`config.mk`:
```
export PLATFORM = sky130hd
export DESIGN_NAME = bt_update_ctrl
export DESIGN_NICKNAME = d
export VERILOG_FILES = /design/src/rtl/bt_pkg.sv /design/src/rtl/bt_upd_fifo.sv /design/src/rtl/bt_update_ctrl.sv
export SDC_FILE = /design/constraint.sdc
export NUM_CORES = 1
export LEC_CHECK = 0
export CELL_PAD_IN_SITES_DETAIL_PLACEMENT = 0
export CELL_PAD_IN_SITES_GLOBAL_PLACEMENT = 2
export CORE_MARGIN = 2
export CORE_UTILIZATION = 31
export CTS_CLUSTER_SIZE = 40
export DETAILED_ROUTE_END_ITERATION = 6
export GPL_ROUTABILITY_DRIVEN = 0
export PLACE_DENSITY = 0.87
export SETUP_SLACK_MARGIN = 0.4
export SYNTH_ARGS = -nofsm -noshare
export SYNTH_HDL_FRONTEND = slang
export SYNTH_HIERARCHICAL = 1
export SYNTH_SLANG_ARGS = --single-unit
```
`constraint.sdc`:
```
create_clock -name clk -period 5.6 [get_ports clk]
set_clock_uncertainty 0.15 [all_clocks]
set_input_delay 1.12 -clock clk [delete_from_list [all_inputs] [get_ports clk]]
set_output_delay 1.12 -clock clk [all_outputs]
set_load 0.02 [all_outputs]
```
`src/rtl/bt_pkg.sv`:
```
// rtl/bt_pkg.sv - shared types and constants for the branch table update path
package bt_pkg;

  typedef enum logic {
    CLEAR = 1'b0,
    RUN   = 1'b1
  } bt_state_e;

  localparam int INDEX_W = 4;
  localparam int TAG_W   = 26;
  localparam logic [TAG_W-1:0] INV_TAG = 26'h3FFFFFF;

  // One pending table write: address, target, prediction bit and enables
  typedef struct packed {
    logic [31:0] pc4;
    logic [31:0] dest;
    logic        pin;
    logic        wrt;
    logic        wrp;
  } bt_upd_t;

  // Sweep write that parks entry idx on a tag no fetch PC can match
  function automatic bt_upd_t clear_op(input logic [TAG_W-1:0] tag,
                                       input logic [INDEX_W-1:0] idx);
    bt_upd_t op;
    op.pc4  = {tag, idx, 2'b00};
    op.dest = '0;
    op.pin  = 1'b0;
    op.wrt  = 1'b1;
    op.wrp  = 1'b1;
    return op;
  endfunction

endpackage

```
`src/rtl/bt_upd_fifo.sv`:
```
// rtl/bt_upd_fifo.sv - small sync FIFO of pending table writes
module bt_upd_fifo
  import bt_pkg::*;
#(
  parameter int QDEPTH = 2
) (
  input  logic    clk,
  input  logic    rst_n,
  input  logic    clr_i,
  input  logic    push_i,
  input  bt_upd_t push_data_i,
  input  logic    pop_i,
  output bt_upd_t pop_data_o,
  output logic    full_o,
  output logic    empty_o
);

  localparam int PW = $clog2(QDEPTH);
  localparam logic [PW:0] PTR_ONE = (PW + 1)'(1);

  bt_upd_t     mem_q [QDEPTH];
  logic [PW:0] wr_ptr_q;
  logic [PW:0] rd_ptr_q;

  // Extra pointer bit separates full from empty when the indices match
  assign empty_o    = (wr_ptr_q == rd_ptr_q);
  assign full_o     = (wr_ptr_q[PW] != rd_ptr_q[PW]) &&
                      (wr_ptr_q[PW-1:0] == rd_ptr_q[PW-1:0]);
  assign pop_data_o = mem_q[rd_ptr_q[PW-1:0]];

  // Pointer update; push and pop may coincide, clear empties the queue
  always_ff @(posedge clk or negedge rst_n) begin
    if (!rst_n) begin
      wr_ptr_q <= '0;
      rd_ptr_q <= '0;
    end else if (clr_i) begin
      wr_ptr_q <= '0;
      rd_ptr_q <= '0;
    end else begin
      if (push_i) wr_ptr_q <= wr_ptr_q + PTR_ONE;
      if (pop_i)  rd_ptr_q <= rd_ptr_q + PTR_ONE;
    end
  end

  // Storage write; the head is read before this edge, so full push+pop is safe
  always_ff @(posedge clk) begin
    if (push_i) mem_q[wr_ptr_q[PW-1:0]] <= push_data_i;
  end

endmodule

```
`src/rtl/bt_update_ctrl.sv`:
```
// rtl/bt_update_ctrl.sv - branch resolution, redirect and table write arbitration
module bt_update_ctrl
  import bt_pkg::*;
#(
  parameter int QDEPTH = 2,
  parameter logic [TAG_W-1:0] INV_TAG = bt_pkg::INV_TAG
) (
  input  logic        clk,
  input  logic        rst_n,
  input  logic        res_valid,
  output logic        res_ready,
  input  logic [31:0] res_pc4,
  input  logic        res_hit,
  input  logic        res_pred,
  input  logic        res_taken,
  input  logic [31:0] res_target,
  output logic        flush,
  output logic [31:0] redirect_pc,
  input  logic        cfg_req,
  input  logic        cfg_clr,
  input  logic [31:0] cfg_pc4,
  input  logic [31:0] cfg_dest,
  input  logic        cfg_pred,
  input  logic        cfg_wr_tag,
  input  logic        cfg_wr_pred,
  output logic        cfg_gnt,
  output logic        bt_wrt,
  output logic        bt_wrp,
  output logic [31:0] bt_pc4d,
  output logic [31:0] bt_dest,
  output logic        bt_pin,
  output logic        init_done
);

  bt_state_e          state_q, state_d;
  logic [INDEX_W-1:0] idx_q, idx_d;

  logic        flush_q, cfg_gnt_q, init_done_q;
  logic [31:0] redirect_q;
  logic        bt_wrt_q, bt_wrp_q, bt_pin_q;
  logic [31:0] bt_pc4d_q, bt_dest_q;

  logic    fifo_push, fifo_pop, fifo_clr, fifo_full, fifo_empty;
  bt_upd_t fifo_head, new_op, wr_op;
  logic    wr_en;

  logic run, accept, mispredict, enq, cfg_grant, clr_grant;

  assign run        = (state_q == RUN);
  // The head always drains in RUN, so a full queue still accepts
  assign res_ready  = init_done_q & (~fifo_full | ~fifo_empty);
  assign accept     = res_valid & res_ready;
  assign mispredict = ((res_hit & res_pred) != res_taken);
  assign enq        = accept & (res_hit ? mispredict : res_taken);
  assign cfg_grant  = run & cfg_req & ~cfg_gnt_q & fifo_empty & ~enq;
  assign clr_grant  = cfg_grant & cfg_clr;

  // Hits only flip the prediction bit; taken misses allocate a new entry
  always_comb begin
    new_op.pc4  = res_pc4;
    new_op.dest = res_target;
    new_op.pin  = res_hit ? res_taken : 1'b1;
    new_op.wrt  = ~res_hit;
    new_op.wrp  = 1'b1;
  end

  bt_upd_fifo #(.QDEPTH(QDEPTH)) u_fifo (
    .clk        (clk),
    .rst_n      (rst_n),
    .clr_i      (fifo_clr),
    .push_i     (fifo_push),
    .push_data_i(new_op),
    .pop_i      (fifo_pop),
    .pop_data_o (fifo_head),
    .full_o     (fifo_full),
    .empty_o    (fifo_empty)
  );

  // State register: sweep phase and sweep index
  always_ff @(posedge clk or negedge rst_n) begin
    if (!rst_n) begin
      state_q <= CLEAR;
      idx_q   <= '0;
    end else begin
      state_q <= state_d;
      idx_q   <= idx_d;
    end
  end

  // Next state: sweep all entries once, restart the sweep on a clear grant
  always_comb begin
    state_d = state_q;
    idx_d   = idx_q;
    if (state_q == CLEAR) begin
      idx_d = idx_q + INDEX_W'(1);
      if (idx_q == '1) state_d = RUN;
    end else if (clr_grant) begin
      state_d = CLEAR;
      idx_d   = '0;
    end
  end

  // Write selection: sweep, else queue head, else fresh op straight through, else config
  always_comb begin
    fifo_push = 1'b0;
    fifo_pop  = 1'b0;
    fifo_clr  = 1'b0;
    wr_en     = 1'b0;
    wr_op     = '0;
    if (state_q == CLEAR) begin
      wr_en = 1'b1;
      wr_op = clear_op(INV_TAG, idx_q);
    end else if (!fifo_empty) begin
      fifo_pop  = 1'b1;
      fifo_push = enq;
      wr_en     = 1'b1;
      wr_op     = fifo_head;
    end else if (enq) begin
      wr_en = 1'b1;
      wr_op = new_op;
    end else if (cfg_grant) begin
      if (cfg_clr) begin
        fifo_clr = 1'b1;
      end else begin
        wr_en      = 1'b1;
        wr_op.pc4  = cfg_pc4;
        wr_op.dest = cfg_dest;
        wr_op.pin  = cfg_pred;
        wr_op.wrt  = cfg_wr_tag;
        wr_op.wrp  = cfg_wr_pred;
      end
    end
  end

  // Output registers: enables pulse, write data holds between writes
  always_ff @(posedge clk or negedge rst_n) begin
    if (!rst_n) begin
      bt_wrt_q    <= 1'b0;
      bt_wrp_q    <= 1'b0;
      bt_pin_q    <= 1'b0;
      bt_pc4d_q   <= '0;
      bt_dest_q   <= '0;
      flush_q     <= 1'b0;
      redirect_q  <= '0;
      cfg_gnt_q   <= 1'b0;
      init_done_q <= 1'b0;
    end else begin
      bt_wrt_q <= wr_en & wr_op.wrt;
      bt_wrp_q <= wr_en & wr_op.wrp;
      if (wr_en) begin
        bt_pc4d_q <= wr_op.pc4;
        bt_dest_q <= wr_op.dest;
        bt_pin_q  <= wr_op.pin;
      end
      flush_q <= accept & mispredict;
      if (accept & mispredict) redirect_q <= res_taken ? res_target : res_pc4;
      cfg_gnt_q   <= cfg_grant;
      // Rises one cycle after the last sweep write is presented
      init_done_q <= (state_q == RUN) & (state_d == RUN);
    end
  end

  assign flush       = flush_q;
  assign redirect_pc = redirect_q;
  assign cfg_gnt     = cfg_gnt_q;
  assign bt_wrt      = bt_wrt_q;
  assign bt_wrp      = bt_wrp_q;
  assign bt_pc4d     = bt_pc4d_q;
  assign bt_dest     = bt_dest_q;
  assign bt_pin      = bt_pin_q;
  assign init_done   = init_done_q;

endmodule

```
==> metrics <==
setup ws final=1.21 ns; mean area per synthesized cell=13.5 um^2; worst slew pin tran=between 1 and 1.5 ns; Die Area=37800 um^2; Unique masters post-synth=53; Detailed Route WL=32600 um; Crit path required time=between 5 and 6 ns; core box area=approximately 36000 um^2; register bit count reported by yosys=245; CP startpoint=res_hit; Yosys top cell by area=edfxtp_1; YS warnings=6; worst vdd ir=0.319 mV; # setup viols final=0; Global Route Usage Sum=16.9%; worst r2r src=u_fifo/rd_ptr_q[0]$_DFFE_PN0P_; area delta synth->final=32.5%; Critical Path End Type=flop; fmax=0.228 GHz; register area share after synthesis=60.6%; CTS sink count=245; Tcrit/Tclk final=78.5%; Fillers=3365; violated checks=design-rule violations; Final Hold Vio Count=0; antenna violations before repair=2; Hold-fix buffers, CTS=0; startpoint types=input pin; Final Util=41.7%; status=finished, violations left; Power, Total=6.89 mW; fin cells=roughly 1500; Max Cap Viol=0; HP Start=redirect_pc[6]$_DFFE_PN0P_; Hold Crit Class=flop to flop; Vias/cell=5.08; DR iter-0 viols=~500; fin area=~15000 um^2; PortBufs=241; DR WL/cell=21.3 um; DR vias=7788; Synth top area share=35.8%; Clk pin slew, worst setup/hold paths=0.06 ns; RSZ-0062 raised after global routing=no; Post-synth ARST share=45.3%; FP Rows=69; post-CTS sizing=0; global-route wire length before repair=49300 um; # nets final=1189; die extent in y=194 um; most frequent cells in the layout=clkdlybuf4s50_1 (239), edfxtp_1 (134), dfrtp_1 (110); Slew Limit Headroom=about a quarter; share of cells above drive strength 1=13.4%; Post-Syn Area=11200 um^2; commonest non-fill, non-tap cell in the layout=clkdlybuf4s50_1; Cells after DPL=1480; Synth area leaders=edfxtp_1 (36%), dfrtp_1 (25%), mux2_4 (9.0%); Setup Buffers After CTS=0; Final Max Tran Viols=0; Die Width=slightly below 200 um; Synth Flop Type=edfxtp_1; Syn Inst Count=832; dpl cell area=13900 um^2; worst hold slack=0.331 ns; total global routing overflow=0; first-pass detailed-route iteration total=7; pre-CTS WS=between 0.6 and 0.7 ns; EDFF count, synth=about 130; TNS Setup=0 ns; CP Class=input pin to flop; DPL Wire Length=slightly above 20000 um; WP data arrival=roughly 4.6 ns; ANT nets after route=0; Tmin final=4.39 ns; number of global-route vias before repair=around 7900; largest net degree at the start of global routing=96; Worst-Skew Late Latency=0.54 ns; Initial Util=31.5%; critical path peak fanout=37; Clock Path Buffers=3; drt drc=between 40 and 50; Num CTS Buffers=28; IO Pins=242; static leakage=5.75 nW; power per cell area=463 nW/um^2; H-tree levels=1; CTS tree=done; CTS Root Cell=clkbuf_16
sequential cells by signal (all words and copies together) (netlist names):
signal           count
u_fifo/rd_ptr_q      2
redirect_pc         32
bt_wrt               1
u_fifo/mem_q       134
bt_pin               1
init_done            1
bt_dest             32
idx_q                4
bt_pc4d             32
cfg_gnt              1
flush                1
u_fifo/wr_ptr_q      2
run                  1
bt_wrp               1
cells by family after synthesis:
family          synth area share (%)
flops                           60.6
compound gates                  11.7
simple gates                    8.09
mux                             15.0
buf+inv                         4.05
xor+xnor                       0.390
fa+ha+maj                      0.111
other cells                   0.0334
path summary, 6_finish.rpt:
check / end / slack, ns / depth (start not counted)
max: bt_dest[9]$_DFFE_PN0P_ / 1.21 / 6
min: redirect_pc[6]$_DFFE_PN0P_ / 0.33 / 2
max reg2reg: bt_dest[9]$_DFFE_PN0P_ / 1.55 / 8
min reg2reg: redirect_pc[6]$_DFFE_PN0P_ / 0.33 / 2
max in group asynchronous: redirect_pc[6]$_DFFE_PN0P_ / 3.80 / 2
min in group asynchronous: flush$_DFF_PN0_ / 0.45 / 1
metal layers:
layer	share of wire, %	vias to the layer above	global-route usage (%)
li1	-	3585	-
met1	44	3887	22.5
met2	47	271	27.8
met3	7.7	45	4.20
met4	1.9	0	3.59
met5	0	-	0
report_power, final:
part           internal [mW]  switching [mW]
clock network           1.12           0.743
registers               2.24           0.272
logic                   1.18            1.34
total                   4.54            2.35
critical path, stage by stage:
cell	delay, ns
clkdlybuf4s50_1	0.50
and3b_1	0.29
o211ai_4	0.82
inv_2	0.62
o21bai_4	1.02
o21ai_0	0.22
final cells by class:
type / count / area [um^2] / share of cell area, %
tap: 461 / 577 / 3.88
clock buffer: 36 / 782 / 5.26
sequential: 245 / 6810 / 45.7
antenna: 2 / 5.00 / 0.0336
inverter: 7 / 26.3 / 0.177
multi-input combinational: 513 / 4020 / 27.0
timing repair buffer: 254 / 2510 / 16.8
clock inverter: 16 / 163 / 1.09
Yosys cell counts (2+ instances only):
cell type    n
nand3b_1     2
xnor2_1      3
nand3_1     30
nor3_1      28
nor2_1      37
a32oi_1     37
o31ai_1     31
clkbuf_1    29
dfrtp_1    111
o21ai_1     23
buf_12       7
inv_1        5
a211oi_1    27
o2111a_1     3
and2_1      37
mux2_4      67
o311ai_0     2
o21ai_0     45
nor2b_1      3
o22ai_1      3
nand2_1     39
xor2_1       2
buf_4        6
buf_2       24
a311oi_1     3
nand2b_1     2
mux2i_1     67
edfxtp_1   134
(Power assumes the default switching activity.)
